**src/rtl/mul_div_seq.sv**
```systemverilog
// Sequencing controller for the MiniSRC multiply/divide unit (HI/LO results).
// Latency: MUL 2 cycles, DIV 34 cycles, div-by-zero 1 cycle, reserved op 0 cycles.
// Backpressure: none; start is only sampled in IDLE, requests during busy are dropped.
// Optional divider datapath is compiled in when MULDIV_DIV_EN is defined.
module mul_div_seq (
    input  logic        clk,
    input  logic        clr,
    input  logic        start,
    input  logic [1:0]  op,
    input  logic [31:0] a,
    input  logic [31:0] b,
    output logic [31:0] mul_a,
    output logic [31:0] mul_b,
    input  logic [63:0] mul_sum,
    input  logic [63:0] mul_carry,
    output logic        busy,
    output logic        done,
    output logic        err,
    output logic [31:0] hi,
    output logic [31:0] lo
);

    typedef enum logic [2:0] {
        S_IDLE     = 3'd0,
        S_MUL_LO   = 3'd1,
        S_MUL_HI   = 3'd2
`ifdef MULDIV_DIV_EN
        ,
        S_DIV_PREP = 3'd3,
        S_DIV_ITER = 3'd4,
        S_DIV_FIX  = 3'd5
`endif
    } state_t;

    state_t      r_state;
    state_t      w_state_nxt;
    logic        w_done_nxt;
    logic        w_err_nxt;
    logic        r_busy;
    logic        r_done;
    logic        r_err;
    logic [31:0] r_mul_a;
    logic [31:0] r_mul_b;
    logic [31:0] r_lo_sum;
    logic        r_cout;
    logic [31:0] r_hi;
    logic [31:0] r_lo;

    // The array's carry vector is unshifted; weight it by two before resolving.
    logic [63:0] w_carry_sh;
    logic [32:0] w_lo_add;
    logic [31:0] w_hi_add;

    assign w_carry_sh = {mul_carry[62:0], 1'b0};
    assign w_lo_add   = {1'b0, mul_sum[31:0]} + {1'b0, w_carry_sh[31:0]};
    assign w_hi_add   = mul_sum[63:32] + w_carry_sh[63:32] + {31'd0, r_cout};

`ifdef MULDIV_DIV_EN
    // r_quo holds the raw dividend, then |dividend|, and shifts into the quotient.
    logic [31:0] r_quo;
    logic [31:0] r_dvs;
    logic [31:0] r_rem;
    logic [4:0]  r_count;
    logic        r_neg_q;
    logic        r_neg_r;
    logic [32:0] w_shift;
    logic [32:0] w_diff;
    logic        w_qbit;
    logic [31:0] w_quo_fix;
    logic [31:0] w_rem_fix;

    // Partial remainder is 33 bits wide only transiently, after the shift-in.
    assign w_shift   = {r_rem, r_quo[31]};
    assign w_diff    = w_shift - {1'b0, r_dvs};
    assign w_qbit    = ~w_diff[32];
    assign w_quo_fix = r_neg_q ? (32'd0 - r_quo) : r_quo;
    assign w_rem_fix = r_neg_r ? (32'd0 - r_rem) : r_rem;
`endif

    // Next-state and completion-pulse decode.
    always_comb begin
        w_state_nxt = r_state;
        w_done_nxt  = 1'b0;
        w_err_nxt   = 1'b0;
        case (r_state)
            S_IDLE: begin
                if (start) begin
                    if (op == 2'b00) begin
                        w_state_nxt = S_MUL_LO;
                    end
`ifdef MULDIV_DIV_EN
                    else if (op == 2'b01) begin
                        w_state_nxt = S_DIV_PREP;
                    end
`endif
                    else begin
                        w_done_nxt = 1'b1;
                        w_err_nxt  = 1'b1;
                    end
                end
            end
            S_MUL_LO: w_state_nxt = S_MUL_HI;
            S_MUL_HI: begin
                w_state_nxt = S_IDLE;
                w_done_nxt  = 1'b1;
            end
`ifdef MULDIV_DIV_EN
            S_DIV_PREP: begin
                if (r_dvs == 32'd0) begin
                    w_state_nxt = S_IDLE;
                    w_done_nxt  = 1'b1;
                    w_err_nxt   = 1'b1;
                end else begin
                    w_state_nxt = S_DIV_ITER;
                end
            end
            S_DIV_ITER: begin
                if (r_count == 5'd0) begin
                    w_state_nxt = S_DIV_FIX;
                end
            end
            S_DIV_FIX: begin
                w_state_nxt = S_IDLE;
                w_done_nxt  = 1'b1;
            end
`endif
            default: w_state_nxt = S_IDLE;
        endcase
    end

    // State register plus registered busy/done/err so the outputs are glitch-free.
    always_ff @(posedge clk or posedge clr) begin
        if (clr) begin
            r_state <= S_IDLE;
            r_busy  <= 1'b0;
            r_done  <= 1'b0;
            r_err   <= 1'b0;
        end else begin
            r_state <= w_state_nxt;
            r_busy  <= (w_state_nxt != S_IDLE);
            r_done  <= w_done_nxt;
            r_err   <= w_err_nxt;
        end
    end

    // Multiplier operands, split product add and the HI/LO result registers.
    always_ff @(posedge clk or posedge clr) begin
        if (clr) begin
            r_mul_a  <= 32'd0;
            r_mul_b  <= 32'd0;
            r_lo_sum <= 32'd0;
            r_cout   <= 1'b0;
            r_hi     <= 32'd0;
            r_lo     <= 32'd0;
        end else begin
            case (r_state)
                S_IDLE: begin
                    if (start && op == 2'b00) begin
                        r_mul_a <= a;
                        r_mul_b <= b;
                    end
                end
                S_MUL_LO: begin
                    r_lo_sum <= w_lo_add[31:0];
                    r_cout   <= w_lo_add[32];
                end
                S_MUL_HI: begin
                    r_hi <= w_hi_add;
                    r_lo <= r_lo_sum;
                end
`ifdef MULDIV_DIV_EN
                S_DIV_PREP: begin
                    if (r_dvs == 32'd0) begin
                        r_hi <= r_quo;
                        r_lo <= 32'hFFFF_FFFF;
                    end
                end
                S_DIV_FIX: begin
                    r_hi <= w_rem_fix;
                    r_lo <= w_quo_fix;
                end
`endif
                default: ;
            endcase
        end
    end

`ifdef MULDIV_DIV_EN
    // Restoring divider on magnitudes; signs are reapplied in DIV_FIX.
    always_ff @(posedge clk or posedge clr) begin
        if (clr) begin
            r_quo   <= 32'd0;
            r_dvs   <= 32'd0;
            r_rem   <= 32'd0;
            r_count <= 5'd0;
            r_neg_q <= 1'b0;
            r_neg_r <= 1'b0;
        end else begin
            case (r_state)
                S_IDLE: begin
                    if (start && op == 2'b01) begin
                        r_quo <= a;
                        r_dvs <= b;
                    end
                end
                S_DIV_PREP: begin
                    if (r_dvs != 32'd0) begin
                        r_neg_q <= r_quo[31] ^ r_dvs[31];
                        r_neg_r <= r_quo[31];
                        r_quo   <= r_quo[31] ? (32'd0 - r_quo) : r_quo;
                        r_dvs   <= r_dvs[31] ? (32'd0 - r_dvs) : r_dvs;
                        r_rem   <= 32'd0;
                        r_count <= 5'd31;
                    end
                end
                S_DIV_ITER: begin
                    r_rem   <= w_qbit ? w_diff[31:0] : w_shift[31:0];
                    r_quo   <= {r_quo[30:0], w_qbit};
                    r_count <= r_count - 5'd1;
                end
                default: ;
            endcase
        end
    end
`endif

    assign mul_a = r_mul_a;
    assign mul_b = r_mul_b;
    assign busy  = r_busy;
    assign done  = r_done;
    assign err   = r_err;
    assign hi    = r_hi;
    assign lo    = r_lo;

endmodule

```
**config.mk**
```make
export PLATFORM = sky130hd
export DESIGN_NAME = mul_div_seq
export DESIGN_NICKNAME = d
export VERILOG_FILES = /design/src/rtl/mul_div_seq.sv
export SDC_FILE = /design/constraint.sdc
export NUM_CORES = 1
export LEC_CHECK = 0
export ABC_CLOCK_PERIOD_IN_PS = 14650
export CORE_AREA = 3 3 154 156
export CTS_BUF_LIST = sky130_fd_sc_hd__clkbuf_4 sky130_fd_sc_hd__clkbuf_8
export DETAILED_ROUTE_END_ITERATION = 8
export DIE_AREA = 0 0 157 159
export PLACE_DENSITY_LB_ADDON = 0.08
export SYNTH_ARGS = -nofsm -noshare
export SYNTH_HDL_FRONTEND = slang
export SYNTH_SLANG_ARGS = --single-unit
```
**constraint.sdc**
```tcl
create_clock -name clk -period 14.65 [get_ports clk]
set_input_delay 1.465 -clock clk [delete_from_list [all_inputs] [get_ports clk]]
set_output_delay 1.465 -clock clk [all_outputs]
set_load 0.01 [all_outputs]
```
==> reports/metrics.cfg <==
[sta]
worst_slack_ps = 10250
fin_hold_ws_ps = 472.5
max_slew_margin_pct = 24.02
finalSetupTns_ps = 0
fin_skew_ps = 17.66
max_freq_mhz = 227.5
hold_viol = 0
setup_viol = 0
slew_viol_final = 0
fin_crit_sh_pct = 30.00
worstMarginPinSlew_ps = 1140
min_period_ps = 4395
rsz0062_at_grt = no

[route]
postRouteAntennaNets = 0
drt-total-wl_um = 26320
vias = 8354
viasPerCell = 5.014
dr.pass1.iters = 4
drt_iter0_drc = 443
wl_per_cell_um = 15.80
route.detailed.drc = 0

[critical_path]
critPathKind = primary input to flop
cp_max_fo = 4
required_ps = 14950
worstSetupStartpointType = primary input
cp-end-kind = flop
arrival_ps = 4690

[floorplanning]
die_y_um = 159
dieArea_um2 = 24960
die_w_um = 157
start_util_pct = 40.99
row_count = 55
coreArea_um2 = 22500
io_pins = 328

[place]
dpl_worst_slack_ps = 9841
io_buffers = 326
place_congestion = 0.8920
dpl.hpwl_um = 20070

[global_routing]
antenna_found_initial = 0
use_met2_pct = 34.64
grt_pass1_wl_um = 42610
grtUsageMet1_pct = 26.84
grt_overflow = 0
grt_pass1_vias = 8174
grt-busiest-layer = met2
grt_start_max_net_pins = 95
grt.total_usage_pct = 21.03
grt_use_met3_pct = 5.790

[pwr]
p_leak_uw = 0.006220
power_frac_clock_pct = 22.9
p_int_uw = 984.1
p_seq_share_pct = 42.0
swShare_pct = 32.82
switchingPower_uw = 480.7
ir_drop_mv = 0.04895
power_density_nw_per_um2 = 112.0
comb_power_share_pct = 35.1

[synthesis]
seq_area_frac_synth_pct = 45.31
synth_ff_type = dfrtp_1
synth_edf_count = 0
synth_area_per_cell_um2 = 8.620
ys_types = 57
ys_async_sr_fraction_pct = 100.0
yosys_register_bits = 167
synthCells = 1070
ys.warnings.count = 0
synth_nets = 1331
synth_area_um2 = 9224

[hold_path]
holdCritPathClass = flop to flop

[clock_tree]
clkTransAtPathRegs_ps = 90
tritoncts = built
numCtsBuffers = 17
cts_root_buf = clkbuf_8
cts_buffer_depth = 2
cts_setup_buffers = 0
cts_resized = 0
ctsHtreeMaxLevel = 4
cts_hold_buf = 0
clock_latency_ps = 460
clock_sinks = 167

[status]
outcome = completed

[layout]
drive_above_1_share_pct = 4.417
fin_nets = 1629
syn2layout_area_growth_pct = 41.79
seqCellArea_um2 = 4179
antenna_cells = 0
multi_input_area_um2 = 4805
fill_cells = 2085

[flow_run]
maxCapViolCount = 0

-- registers in the layout, summed over array words and instances, names as in the netlist --
signal / count
lo: 32
mul_b: 32
done: 1
r_lo_sum: 32
r_state: 3
hi: 32
busy: 1
r_cout: 1
mul_a: 32
err: 1
-- through the flow --
stage | util [%] | area [um^2] | total power [uW] | std cells
2_1_floorplan | - | 9224 | 861.5 | 1070
3_5_place_dp | 56.36 | 12680 | 1144 | 1634
6_report | 58.12 | 13080 | 1465 | 1666
3_3_place_gp | 56.36 | 12680 | 1136 | 1634
4_1_cts | 58.12 | 13080 | 1484 | 1666
5_1_grt | 58.12 | 13080 | 1564 | 1666
-- power groups by stage --
stage / logic [uW] / clock network, uW / registers, uW
CTS: 521 / 347 / 617
floorplan: 201 / 0 / 660
finish: 514 / 335 / 616
global route: 567 / 367 / 630
detailed placement: 518 / 0 / 626
global placement: 513 / 0 / 623
-- worst max-delay path, stage by stage --
cell	delay [ps]
clkdlybuf4s50_1	430
fa_1	490
fa_1	430
a21oi_1	230
o21ai_1	140
a311oi_2	460
o211ai_2	140
nand2_1	180
o21ai_2	110
a31oi_1	330
xor2_1	190
o21ai_0	90
-- worst paths after layout --
kind / slack [ps] / depth (start not counted) / startpoint / to
worst max-delay path: 10250 / 12 / mul_sum[32] / hi[20]
worst min-delay path: 470 / 2 / r_lo_sum[7] / lo[7]
worst max register to register: 11310 / 11 / r_cout / hi[20]
worst min register to register: 470 / 2 / r_lo_sum[7] / lo[7]
max in group asynchronous: 11570 / 3 / clr / mul_b[6]
min in group asynchronous: 1530 / 2 / clr / mul_a[29]
-- synthesized netlist by cell type (all sizes together) (3+ instances only) --
master,instances,share of area [%]
o2111ai,4,0.45
o21bai,8,0.65
or4,5,0.41
a31oi,10,0.68
nor3,6,0.33
and3,5,0.34
ha,61,8.3
a21o,37,3.0
a21oi,60,3.3
o211ai,7,0.73
fa,3,0.65
a211oi,9,0.79
o21ai,67,3.7
o31ai,8,0.80
nand2b,3,0.20
xor2,28,2.7
nor2,37,1.5
nor2b,4,0.27
inv,14,0.57
nand4,11,0.75
dfrtp,167,45
o21a,4,0.33
a41oi,6,0.73
buf,11,0.58
a31o,4,0.38
clkbuf,39,1.6
xnor2,22,2.1
or3,3,0.20
and2,8,0.54
nand2,395,16
nand3,7,0.38
-- cell families (layout without fill, tap and decap cells) --
logic type	count (synthesis)	in the layout	share of synthesized area (%)
adder cells (fa/ha/maj)	64	64	8.926
buffers and inverters	64	375	2.740
XOR/XNOR	50	50	4.748
other	1	1	0.04066
AO/OA/AOI/OAI	232	232	16.43
AND/OR/NAND/NOR	490	490	21.57
flip-flops	167	167	45.31
multiplexers	2	2	0.2441
-- per-layer routing --
layer  part of all wire, %  wire [um]
met1                    43      11370
met3                   7.6       2011
met5                     0          0
met4                   2.6        678
met2                    47      12250
-- placed cells by master, fill, tap and decap left out, types with 8 or more instances in the layout --
cell	count
a31oi_1	10
xnor2_1	22
dfrtp_1	167
xor2_1	28
nor2_1	37
o21bai_1	8
nand2_1	392
a21o_1	37
clkdlybuf4s50_1	326
inv_1	12
o21ai_0	61
a211oi_1	8
a21oi_1	58
nand4_1	11
ha_1	61
clkbuf_8	17
-- final cells by class --
class | count | area share, %
inverter | 14 | 0.4401
tap | 285 | 2.726
clock inverter | 14 | 1.177
timing repair buffer | 329 | 25.12
sequential | 167 | 31.95
multi-input combinational | 839 | 36.74
clock buffer | 18 | 1.846
Power figures use the tool's default switching activity.
